**config.mk**
```make
export PLATFORM = sky130hd
export DESIGN_NAME = axis_sync_fifo
export DESIGN_NICKNAME = d
export VERILOG_FILES = /design/src/rtl/axis_sync_fifo.sv
export SDC_FILE = /design/constraint.sdc
export NUM_CORES = 1
export LEC_CHECK = 0
export CAP_MARGIN = 20
export CELL_PAD_IN_SITES_DETAIL_PLACEMENT = 1
export CELL_PAD_IN_SITES_GLOBAL_PLACEMENT = 1
export CORE_ASPECT_RATIO = 0.6
export CORE_MARGIN = 2
export CORE_UTILIZATION = 47
export DETAILED_ROUTE_END_ITERATION = 12
export PLACE_DENSITY = 0.85
export SYNTH_ARGS = -nofsm -noshare
export SYNTH_HDL_FRONTEND = slang
export SYNTH_SLANG_ARGS = --single-unit
```
**constraint.sdc**
```tcl
create_clock -name ACLK -period 3.8 [get_ports ACLK]
set_clock_uncertainty 0.05 [all_clocks]
set_input_delay 0.76 -clock ACLK [delete_from_list [all_inputs] [get_ports ACLK]]
set_output_delay 0.76 -clock ACLK [all_outputs]
set_load 0.05 [all_outputs]
```
**src/rtl/axis_sync_fifo.sv**
```systemverilog
// AXI-Stream synchronous FIFO: stores full beat payload, registered head-of-queue
// output, beat level and complete-packet count.
module axis_sync_fifo #(
   parameter int unsigned TDATA_WIDTH = 8,
   parameter int unsigned TDEST_WIDTH = 8,
   parameter int unsigned TUSER_WIDTH = 1,
   parameter int unsigned TID_WIDTH   = 8,
   parameter int unsigned DEPTH       = 16
) (
   input  logic                         ACLK,
   input  logic                         ARESETn,
   input  logic                         s_tvalid,
   output logic                         s_tready,
   input  logic [TDATA_WIDTH-1:0]       s_tdata,
   input  logic [TDATA_WIDTH/8-1:0]     s_tkeep,
   input  logic [TDATA_WIDTH/8-1:0]     s_tstrb,
   input  logic                         s_tlast,
   input  logic [TID_WIDTH-1:0]         s_tid,
   input  logic [TDEST_WIDTH-1:0]       s_tdest,
   input  logic [TUSER_WIDTH-1:0]       s_tuser,
   output logic                         m_tvalid,
   input  logic                         m_tready,
   output logic [TDATA_WIDTH-1:0]       m_tdata,
   output logic [TDATA_WIDTH/8-1:0]     m_tkeep,
   output logic [TDATA_WIDTH/8-1:0]     m_tstrb,
   output logic                         m_tlast,
   output logic [TID_WIDTH-1:0]         m_tid,
   output logic [TDEST_WIDTH-1:0]       m_tdest,
   output logic [TUSER_WIDTH-1:0]       m_tuser,
   output logic [$clog2(DEPTH):0]       level,
   output logic [$clog2(DEPTH):0]       pkt_count
);

   localparam int unsigned AW = $clog2(DEPTH);
   localparam int unsigned PW = AW + 1;
   localparam int unsigned KW = TDATA_WIDTH / 8;
   localparam int unsigned EW = TDATA_WIDTH + 2*KW + 1 + TID_WIDTH + TDEST_WIDTH + TUSER_WIDTH;

   logic [EW-1:0] mem [DEPTH];
   logic [EW-1:0] s_entry;
   logic [EW-1:0] head_q;
   logic [EW-1:0] head_nx;
   logic [PW-1:0] wr_ptr;
   logic [PW-1:0] rd_ptr;
   logic [PW-1:0] wr_ptr_nx;
   logic [PW-1:0] rd_ptr_nx;
   logic [PW-1:0] level_nx;
   logic [PW-1:0] pkt_nx;
   logic          full;
   logic          wr_en;
   logic          rd_en;

   assign s_entry = {s_tdata, s_tkeep, s_tstrb, s_tlast, s_tid, s_tdest, s_tuser};
   assign {m_tdata, m_tkeep, m_tstrb, m_tlast, m_tid, m_tdest, m_tuser} = head_q;

   // Full when pointers alias the same slot but sit on different laps.
   assign full     = (wr_ptr[AW] != rd_ptr[AW]) && (wr_ptr[AW-1:0] == rd_ptr[AW-1:0]);
   // Gated by reset so upstream sees no room the instant reset asserts.
   assign s_tready = ARESETn && !full;
   assign wr_en    = s_tvalid && s_tready;
   assign rd_en    = m_tvalid && m_tready;

   // Next pointers, level, packet count and head-of-queue entry.
   always_comb begin
      wr_ptr_nx = wr_ptr;
      rd_ptr_nx = rd_ptr;
      level_nx  = level;
      pkt_nx    = pkt_count;
      head_nx   = head_q;
      if (wr_en) wr_ptr_nx = wr_ptr + PW'(1);
      if (rd_en) rd_ptr_nx = rd_ptr + PW'(1);
      if (wr_en && !rd_en) level_nx = level + PW'(1);
      else if (rd_en && !wr_en) level_nx = level - PW'(1);
      if ((wr_en && s_tlast) && !(rd_en && m_tlast)) pkt_nx = pkt_count + PW'(1);
      else if ((rd_en && m_tlast) && !(wr_en && s_tlast)) pkt_nx = pkt_count - PW'(1);
      // Head is the beat being written if it lands in the new read slot, else storage.
      if (level_nx != '0) begin
         if (wr_en && (wr_ptr == rd_ptr_nx)) head_nx = s_entry;
         else head_nx = mem[rd_ptr_nx[AW-1:0]];
      end
   end

   // Beat storage; no reset needed since contents are only observed via pointers.
   always_ff @(posedge ACLK) begin
      if (wr_en) mem[wr_ptr[AW-1:0]] <= s_entry;
   end

   // Control and output registers.
   always_ff @(posedge ACLK or negedge ARESETn) begin
      if (!ARESETn) begin
         wr_ptr    <= '0;
         rd_ptr    <= '0;
         level     <= '0;
         pkt_count <= '0;
         m_tvalid  <= 1'b0;
         head_q    <= '0;
      end else begin
         wr_ptr    <= wr_ptr_nx;
         rd_ptr    <= rd_ptr_nx;
         level     <= level_nx;
         pkt_count <= pkt_nx;
         m_tvalid  <= (level_nx != '0);
         head_q    <= head_nx;
      end
   end

endmodule

```
==> metrics <==
Mapped Avg Cell Area 14.8 sq um; deepest clock path buffer count 3; type of destination of the critical path flop; total wire length 65,300 microns; first-pass GRT wire length 96,800 microns; vias in the first global route 14,800; Setup WS pre-CTS -0.00103 ns; fin crit share 90.5%; Iteration-0 DRC Markers 1,661; Max Clock Freq 291 MHz; Post-CTS Hold Fix Bufs 0; mapped cell area 0.0212 sq mm; worst-margin pin slew 0.825 ns; Most Crowded Layer GR met2; routability cong. 0.840; Worst-path clk slew 0.07 ns; min Tclk post-route 3.44 ns; Crit path required time 4.20 ns; H-tree levels 2; final setup vio count 0; Die Ht 169 microns; met3 usage 5.56%; Clock Tree Root clkbuf_16; M1 GR Usage 39.4%; met2 usage 44.5%; Critical Path Fanout Max 17; crit path DAT 3.83 ns; Worst Setup Start Kind flop; GRT Total Usage 28.0%; Core Util, Final 55.2%; Rows 60; CTS sink count 497; DRT Pass-1 Iters 5; Via density 6.48; antenna-violating nets left 0; final number of hold-violating endpoints 0; Avg WL per Cell 30.2 microns; main flop type after synthesis edfxtp_1; CORE AREA 0.0447 sq mm; CTS buffer count 46; layout cells sized above 1 16.8%; Max Cap Viol 0; total congestion overflow 0; DPL Wire Length 40,800 microns; final std cells w/o fill 2,165; Top Ports 72; Nets 1,582; flops & latches, synth 497; Cells after DPL 2,079; post-synthesis net count 1,480; fin. max-slew vios 0; pwr dens 818 mW/mm^2; status completed; setup ws final 0.362 ns; Worst Hold Class input port to async pin; full die area 0.0469 sq mm; filler instances 4,161; Async SR Flop Fraction 9.86%; DR vias 14,000; Slew Limit Headroom 44.8%; Pwr Total 20.2 mW; sequential share of the synthesized area 69.1%; Ant. Diodes 0; Post-route DRC 0; Synth Instances 1,436; clk_lat worst skew 0.58 ns; critical path type flop to flop; LEAKAGE 8.42 nW; Netlist cell types 69; Hold WS 0.376 ns; RSZ-0062 raised after global routing false; IO buf count 71; Syn-to-layout area delta 16.2%; CTS tree yes; Max VDD drop 0.445 mV; initial antenna violation count 3; Initial Util 47.5%; die width 278 microns; Synth warnings 0; number of synthesized flops with an enable pin 448; largest net degree at the start of global routing 70
## cell usage after synthesis, drive strengths merged (4+ instances only)
library cell  number  area, sq um
a211oi            28          210
a21o               6         45.0
a21oi             16         91.3
a22oi             26          195
a31oi             29          181
a32o              27          270
a32oi             26          228
and2               5         32.5
and3               7         43.8
and3b             26          228
buf               40          328
clkbuf            55          206
dfrtp             49         1230
edfxtp           448        13500
ha                11          138
inv               14         52.6
mux2             109         1230
mux2i             27          270
mux4               4         90.1
nand2            152          571
nand2b            55          344
nand3             34          170
nand4              5         31.3
nor2              47          184
nor3              13         81.3
o21ai             37          185
o221ai            26          228
o22ai             29          181
or4               28          210
xnor2             14          141
xor2              10          103
## layout by cell type (no fill, tap or decap), types with 26 or more instances in the layout
cell type        synthesis  final
clkbuf_16                0     46
nand2_1                152    152
nand3_1                 34     34
dfrtp_1                 49     47
o221ai_1                26     26
nand2b_1                55     55
nor2_1                  46     34
a211oi_1                28     28
and3b_1                 26     26
o22ai_1                 29     29
mux2_2                  70     70
o21ai_0                 36     35
mux2i_1                 27     27
a31oi_1                 29     29
or4_1                   28     28
clkdlybuf4s50_1          0     69
a32o_1                  27     27
a22oi_1                 26     26
buf_4                    5     63
edfxtp_1               448    448
a32oi_1                 26     26
mux2_1                  39     39
## per-stage QoR
step | setup TNS (ns) | cell area (sq um)
final | 0 | 24700
after global routing | 0 | 24700
after CTS | 0 | 24700
after detailed placement | -0.00103 | 23100
after global placement | 0 | 23100
after floorplan | 0 | 21300
## where the power goes
group          switching (mW)  total (mW)  internal (mW)
combinational            5.19        8.23           3.05
sequential              0.497        7.01           6.51
clock                    2.10        4.93           2.83
total                    7.79        20.2           12.4
## metal layers
layer | vias to the layer above | wire (microns) | share of wire, %
met3 | 137 | 6560 | 10
met1 | 7211 | 26700 | 41
li1 | 5813 | - | -
met4 | 2 | 1820 | 2.8
met5 | - | 13 | 0.020
met2 | 859 | 30200 | 46
## critical path, cell delays in order, from the launching register on
cell     delay, ns
dfrtp_1       0.54
xor2_1        0.24
nor3_1        0.47
a21o_1        0.41
mux2_1        0.37
o221a_2       0.14
and2_1        0.19
inv_2         0.41
buf_4         0.33
a31oi_1       0.12
## sequential cells by signal, summed over array words and instances, names as in the netlist
register	flops
mem	448
head_q	28
level	5
pkt_count	5
rd_ptr	5
wr_ptr	5
m_tvalid	1
## final timing paths
check                             start      endpoint  slack (ns)  cells after the start
setup / recovery              rd_ptr[2]    head_q[23]        0.36                      9
hold / removal                  ARESETn      m_tvalid        0.38                      2
setup reg to reg              rd_ptr[2]    head_q[23]        0.36                      9
hold reg to reg            pkt_count[4]  pkt_count[4]        0.43                      1
max in group asynchronous       ARESETn     rd_ptr[3]        2.73                      2
min in group ACLK          pkt_count[4]  pkt_count[4]        0.43                      1
## final cells by class
cell class / count / area (sq um) / share of cell area [%]
inverters: 17 / 66.3 / 0.269
repair buffers: 149 / 1490 / 6.03
well taps: 589 / 737 / 2.99
clock buffers: 58 / 1220 / 4.93
clock inverters: 28 / 362 / 1.47
multi-input cells: 827 / 6120 / 24.8
flip-flops and latches: 497 / 14700 / 59.5
## kinds of logic (layout without fill, tap and decap cells)
| family | Yosys count | in the layout | share of synthesized area (%) |
|---|---|---|---|
| flip-flops | 497 | 497 | 69.1 |
| AND/OR/NAND/NOR | 384 | 384 | 9.40 |
| AO/OA/AOI/OAI | 267 | 267 | 9.27 |
| multiplexers | 140 | 140 | 7.48 |
| buffers and inverters | 112 | 252 | 2.82 |
| XOR/XNOR | 24 | 24 | 1.15 |
| adder cells (fa/ha/maj) | 12 | 12 | 0.742 |
## repair_timing
action / 4_1_cts / 5_1_grt
gates resized for setup: 0 / 1
endpoints found under the setup margin: 0 / 12
buffers inserted: 0 / 0
Power figures use the tool's default switching activity.
